$ cat src/rtl/regfile_pkg.sv
// Shared definitions for the regfile writeback path.
//   DATA_W   : regfile word width
//   SEL_W    : register select width
//   NUM_REGS : number of architectural registers (2**SEL_W)
//   req_id_e : writeback requester identifiers, also used as grant-vector bit indices
package regfile_pkg;

    localparam int unsigned DATA_W   = 16;
    localparam int unsigned SEL_W    = 4;
    localparam int unsigned NUM_REGS = 2 ** SEL_W;

    typedef enum logic {
        REQ_ALU = 1'b0,
        REQ_MEM = 1'b1
    } req_id_e;

    // The requester that is not 'r'.
    function automatic req_id_e req_other(input req_id_e r);
        return (r == REQ_ALU) ? REQ_MEM : REQ_ALU;
    endfunction

endpackage

$ cat src/rtl/rr_arbiter2.sv
// Two-way writeback arbiter: grant logic plus the round-robin pointer. No data path.
// Ports:
//   clk  : clock, state updates on the rising edge
//   rst  : synchronous active-high reset; forces gnt=0 and pointer=ALU
//   req  : request vector, indexed by req_id_e (bit 0 = ALU, bit 1 = MEM)
//   gnt  : one-hot-or-zero grant, combinational from req and the pointer
// Parameters:
//   RR_EN : 1 = round-robin on contention, 0 = ALU always wins (pointer unused)
module rr_arbiter2
    import regfile_pkg::*;
#(
    parameter int unsigned RR_EN = 1
) (
    input  logic       clk,
    input  logic       rst,
    input  logic [1:0] req,
    output logic [1:0] gnt
);

    req_id_e ptr_q;

    always_comb begin
        gnt = 2'b00;
        if (!rst) begin
            if (req[REQ_ALU] && req[REQ_MEM]) begin
                if (RR_EN != 0) begin
                    gnt[ptr_q] = 1'b1;
                end else begin
                    gnt[REQ_ALU] = 1'b1;
                end
            end else begin
                gnt = req;
            end
        end
    end

    // Any grant hands priority to the other side, even an uncontended one.
    always_ff @(posedge clk) begin
        if (rst) begin
            ptr_q <= REQ_ALU;
        end else if (gnt[REQ_ALU]) begin
            ptr_q <= req_other(REQ_ALU);
        end else if (gnt[REQ_MEM]) begin
            ptr_q <= req_other(REQ_MEM);
        end
    end

endmodule

$ cat src/rtl/regfile_wb_arbiter.sv
// Regfile write-port owner. Arbitrates ALU and load writebacks onto the single regfile
// write port and tracks outstanding writes per register so issue can stall on RAW hazards.
// Ports:
//   clk, rst              : clock, synchronous active-high reset
//   alu_valid/ready/sel/data : ALU writeback handshake
//   mem_valid/ready/sel/data : load writeback handshake
//   rsv_en, rsv_sel       : issue stage reserves a destination register
//   rf_wen, rf_sel_rd, rf_rd : registered regfile write port (one-cycle latency)
//   busy                  : busy[i]=1 while a write to register i is outstanding
// Parameters: DATA_W, SEL_W, RR_EN (1 = round-robin, 0 = ALU fixed priority)
// Build option: define WB_ARB_R0_DISCARD_EN to make r0 read-only zero (writes to r0
//   handshake but never reach the regfile; r0 can never be reserved).
module regfile_wb_arbiter #(
    parameter int unsigned DATA_W = regfile_pkg::DATA_W,
    parameter int unsigned SEL_W  = regfile_pkg::SEL_W,
    parameter int unsigned RR_EN  = 1
) (
    input  logic                    clk,
    input  logic                    rst,
    input  logic                    alu_valid,
    output logic                    alu_ready,
    input  logic [SEL_W-1:0]        alu_sel,
    input  logic [DATA_W-1:0]       alu_data,
    input  logic                    mem_valid,
    output logic                    mem_ready,
    input  logic [SEL_W-1:0]        mem_sel,
    input  logic [DATA_W-1:0]       mem_data,
    input  logic                    rsv_en,
    input  logic [SEL_W-1:0]        rsv_sel,
    output logic                    rf_wen,
    output logic [SEL_W-1:0]        rf_sel_rd,
    output logic [DATA_W-1:0]       rf_rd,
    output logic [(2**SEL_W)-1:0]   busy
);
    import regfile_pkg::*;

    localparam int unsigned NumRegs = 2 ** SEL_W;

    logic [1:0]         gnt;
    logic               hs;
    logic               commit;
    logic [SEL_W-1:0]   win_sel;
    logic [DATA_W-1:0]  win_data;

    logic               rf_wen_d, rf_wen_q;
    logic [SEL_W-1:0]   rf_sel_d, rf_sel_q;
    logic [DATA_W-1:0]  rf_rd_d, rf_rd_q;
    logic [NumRegs-1:0] busy_d, busy_q;

    rr_arbiter2 #(
        .RR_EN (RR_EN)
    ) u_arb (
        .clk (clk),
        .rst (rst),
        .req ({mem_valid, alu_valid}),
        .gnt (gnt)
    );

    assign alu_ready = gnt[REQ_ALU];
    assign mem_ready = gnt[REQ_MEM];
    assign hs        = |gnt;
    assign win_sel   = gnt[REQ_MEM] ? mem_sel  : alu_sel;
    assign win_data  = gnt[REQ_MEM] ? mem_data : alu_data;

`ifdef WB_ARB_R0_DISCARD_EN
    // r0 writes complete the handshake but are swallowed here.
    assign commit = hs && (win_sel != '0);
`else
    assign commit = hs;
`endif

    always_comb begin
        rf_wen_d = commit;
        rf_sel_d = rf_sel_q;
        rf_rd_d  = rf_rd_q;
        if (commit) begin
            rf_sel_d = win_sel;
            rf_rd_d  = win_data;
        end
    end

    // Clear on the regfile commit edge, then set, so a same-edge reservation wins.
    always_comb begin
        busy_d = busy_q;
        if (rf_wen_q) begin
            busy_d[rf_sel_q] = 1'b0;
        end
        if (rsv_en) begin
            busy_d[rsv_sel] = 1'b1;
        end
`ifdef WB_ARB_R0_DISCARD_EN
        busy_d[0] = 1'b0;
`endif
    end

    always_ff @(posedge clk) begin
        if (rst) begin
            rf_wen_q <= 1'b0;
            rf_sel_q <= '0;
            rf_rd_q  <= '0;
            busy_q   <= '0;
        end else begin
            rf_wen_q <= rf_wen_d;
            rf_sel_q <= rf_sel_d;
            rf_rd_q  <= rf_rd_d;
            busy_q   <= busy_d;
        end
    end

    assign rf_wen    = rf_wen_q;
    assign rf_sel_rd = rf_sel_q;
    assign rf_rd     = rf_rd_q;
    assign busy      = busy_q;

endmodule

$ cat config.mk
export PLATFORM = sky130hd
export DESIGN_NAME = regfile_wb_arbiter
export DESIGN_NICKNAME = d
export VERILOG_FILES = /design/src/rtl/regfile_pkg.sv /design/src/rtl/rr_arbiter2.sv /design/src/rtl/regfile_wb_arbiter.sv
export SDC_FILE = /design/constraint.sdc
export NUM_CORES = 1
export LEC_CHECK = 0
export CAP_MARGIN = 20
export CORE_MARGIN = 2
export CORE_UTILIZATION = 42
export DETAILED_ROUTE_END_ITERATION = 12
export PLACE_DENSITY_LB_ADDON = 0.12
export SLEW_MARGIN = 5
export SYNTH_ARGS = -nofsm -noshare
export SYNTH_HDL_FRONTEND = slang
export SYNTH_SLANG_ARGS = --single-unit
export TNS_END_PERCENT = 1
$ cat constraint.sdc
create_clock -name clk -period 2.9 [get_ports clk]
set_input_delay 0.58 -clock clk [delete_from_list [all_inputs] [get_ports clk]]
set_output_delay 0.58 -clock clk [all_outputs]
set_load 0.01 [all_outputs]
==> reports/metrics.yaml <==
synth_top_area_share_pct: 45.2
routed_wl_um: 4690
ys_seq_elements: 38
row_count: 22
seq_area_frac_synth_pct: 45.2
crit_path_top_delay_cell: "clkdlybuf4s50_1"
syn_area_um2: 1680
yosys.area.top_type: "dfxtp_1"
post-place-cells: 305
leakage_nw: 1.02
root_buffer: "clkbuf_8"
timing.rr.start: "u_arb.ptr_q$_SDFFE_PP0P_"
status: "completed"
power_density_nw_per_um2: 494
cts_buffers: 5
start_util_pct: 44.9
hold_violations: 0
final_common_cell: "clkdlybuf4s50_1"
crit_required_ns: 2.32
drv_cap: 0
hold_buffers: 0
max-clock-path-buffers: 2
reg2reg_setup_slack_ns: 1.55
setup_viol: 0
portBuffers: 87
avgSynthCellArea_um2: 9.61
path_max_fanout: 4
synth_cells: 175
die_height_um: 67.3
relSlewSlack_pct: 64.8
clock_latency_ns: 0.29
core_um2: 3740
drt-initial-drc-count: 128
timing.fmax_mhz: 389
finalCritPeriodShare_pct: 88.6
synth_nets: 224
worst_pin_slew_ns: 0.525
yosysWarnings: 0
rsz0062_at_grt: "no"
hold_depth: 2
finalNetCount: 313
vdd_drop_max_mv: 0.299
arrival_ns: 1.99
slew_viol_final: 0
critPathCaptureType: "output pin"
cts_setup_buffers: 0
cts-resized-gates: 0
gp_routability_congestion: 0.784
post_drt_wl_per_cell_um: 15.0
vias: 1726
cts_max_level: 2
r2r_cells: 4
hpwl_um: 3440
drc: 0
antenna_found_initial: 0
tns_ns: 0
viasPerCell: 5.51
grt_pass1_vias: 1662
overflow: 0
synthTopCellsByArea: "dfxtp_1 (45%), a221o_1 (12%), a2111oi_0 (8.9%)"
instances_no_fill: 313
grt_max_degree: 27
hp-start: "busy[4]$_SDFF_PP0_"
cts_tree: "yes"
grt_pass1_wl_um: 7550
drive_gt1_share_pct: 7.55
syn2layout_area_growth_pct: 62.8
critical_path_class: "in -> out"
first_pass_iters: 4
path_cells: "clkdlybuf4s50_1 -> inv_2 -> a211oi_1 -> clkdlybuf4s50_1"
antenna_cells: 0
grt.total_usage_pct: 22.2
yosysUniqueCellTypes: 27
cpMostUsedCell: "clkdlybuf4s50_1"
worstSetupStartpointType: "primary input"
io_pins: 88
hp-class: "reg -> reg"
fp.dieArea_um2: 4530
min_to: "busy[4]$_SDFF_PP0_"
clkSinkCount: 38
slowest_delay_ns: 0.58
reg2reg_to: "rf_rd[7]$_SDFFE_PP0P_"
cts.clk_slew.worst_paths_ns: 0.07
antenna_left: 0
mostFrequentLayoutCells: "clkdlybuf4s50_1 (87), dfxtp_1 (38), inv_1 (25), a221o_1 (20), a2111oi_0 (17)"
clock_skew_ns: 0.00537
die_w_um: 67.3
min_period_ns: 2.57
-- cell families after synthesis --
| logic type | share of synthesized area [%] |
|---|---|
| AOI/OAI and AO/OA | 35.0 |
| DFF | 45.2 |
| buffers and inverters | 10.9 |
| and+or+nand+nor | 8.85 |
-- power by group --
part           leakage [nW]  switching (mW)  internal, mW  total [mW]
sequential            0.312          0.0247         0.551       0.576
clock                0.0683           0.191         0.344       0.535
combinational         0.640          0.0961         0.145       0.241
total                  1.02           0.312          1.04        1.35
-- sequential cells by signal, indices dropped and copies added, names as in the netlist --
signal / count
rf_rd: 16
rf_wen: 1
u_arb.ptr_q: 1
busy: 16
rf_sel_rd: 4
-- area by class of cell --
| cell class | instances | area (um2) |
|---|---|---|
| fill | 315 | 1010 |
| timing repair buffer | 96 | 938 |
| sequential | 38 | 761 |
| multi-input combinational | 97 | 743 |
| inverter | 26 | 97.6 |
| clock buffer | 5 | 68.8 |
| clock inverter | 3 | 68.8 |
| tap | 48 | 60.1 |
-- synthesized netlist by cell type --
cell type / n
a2111oi_0: 17
a2111oi_1: 3
a211oi_1: 1
a21oi_1: 1
a221o_1: 20
and3_4: 1
buf_2: 7
buf_6: 2
clkbuf_1: 4
dfxtp_1: 38
dlymetal6s2s_1: 1
inv_1: 25
inv_2: 1
nand2_1: 3
nand2b_1: 4
nand3_1: 3
nand3b_1: 4
nor2_1: 4
nor3_1: 1
nor4_1: 2
o211ai_1: 10
o21ai_0: 3
o21ai_1: 11
o311ai_1: 4
o32ai_1: 2
or3_1: 1
or3b_1: 2
-- stage by stage --
stage               instance area (um2)  hold slack (ns)  util [%]  power (mW)  setup slack (ns)
floorplan                          1680            0.498         -       0.677              1.12
global placement                   2600            0.471      69.5       0.826             0.343
detailed placement                 2600            0.472      69.5       0.829             0.318
CTS                                2740            0.486      73.1        1.36             0.321
global route                       2740            0.503      73.1        1.40             0.260
finish                             2740            0.482      73.1        1.35             0.330
-- layer usage --
| layer | vias to the layer above | GRT usage [%] | share of wire (%) |
|---|---|---|---|
| met3 | 9 | 6.00 | 6.5 |
| met4 | 0 | 11.2 | 1.9 |
| met1 | 785 | 25.2 | 42 |
| met2 | 66 | 38.0 | 50 |
| li1 | 866 | - | - |
| met5 | - | 0 | 0 |
-- worst max-delay path: cells and delay by family --
kind                   cells  cell delay [ns]
buffers and inverters      3             1.19
AO/OA/AOI/OAI              1             0.22
-- worst max path at each step --
| stage | startpoint | endpoint | slack [ns] | cells past startpoint |
|---|---|---|---|---|
| finish | alu_valid | alu_ready | 0.33 | 4 |
| global route | alu_valid | alu_ready | 0.26 | 4 |
| CTS | alu_valid | alu_ready | 0.32 | 4 |
| detailed placement | alu_valid | alu_ready | 0.32 | 4 |
| global placement | alu_valid | alu_ready | 0.34 | 4 |
| floorplan | rst | alu_ready | 1.12 | 3 |
Power figures use the tool's default switching activity.
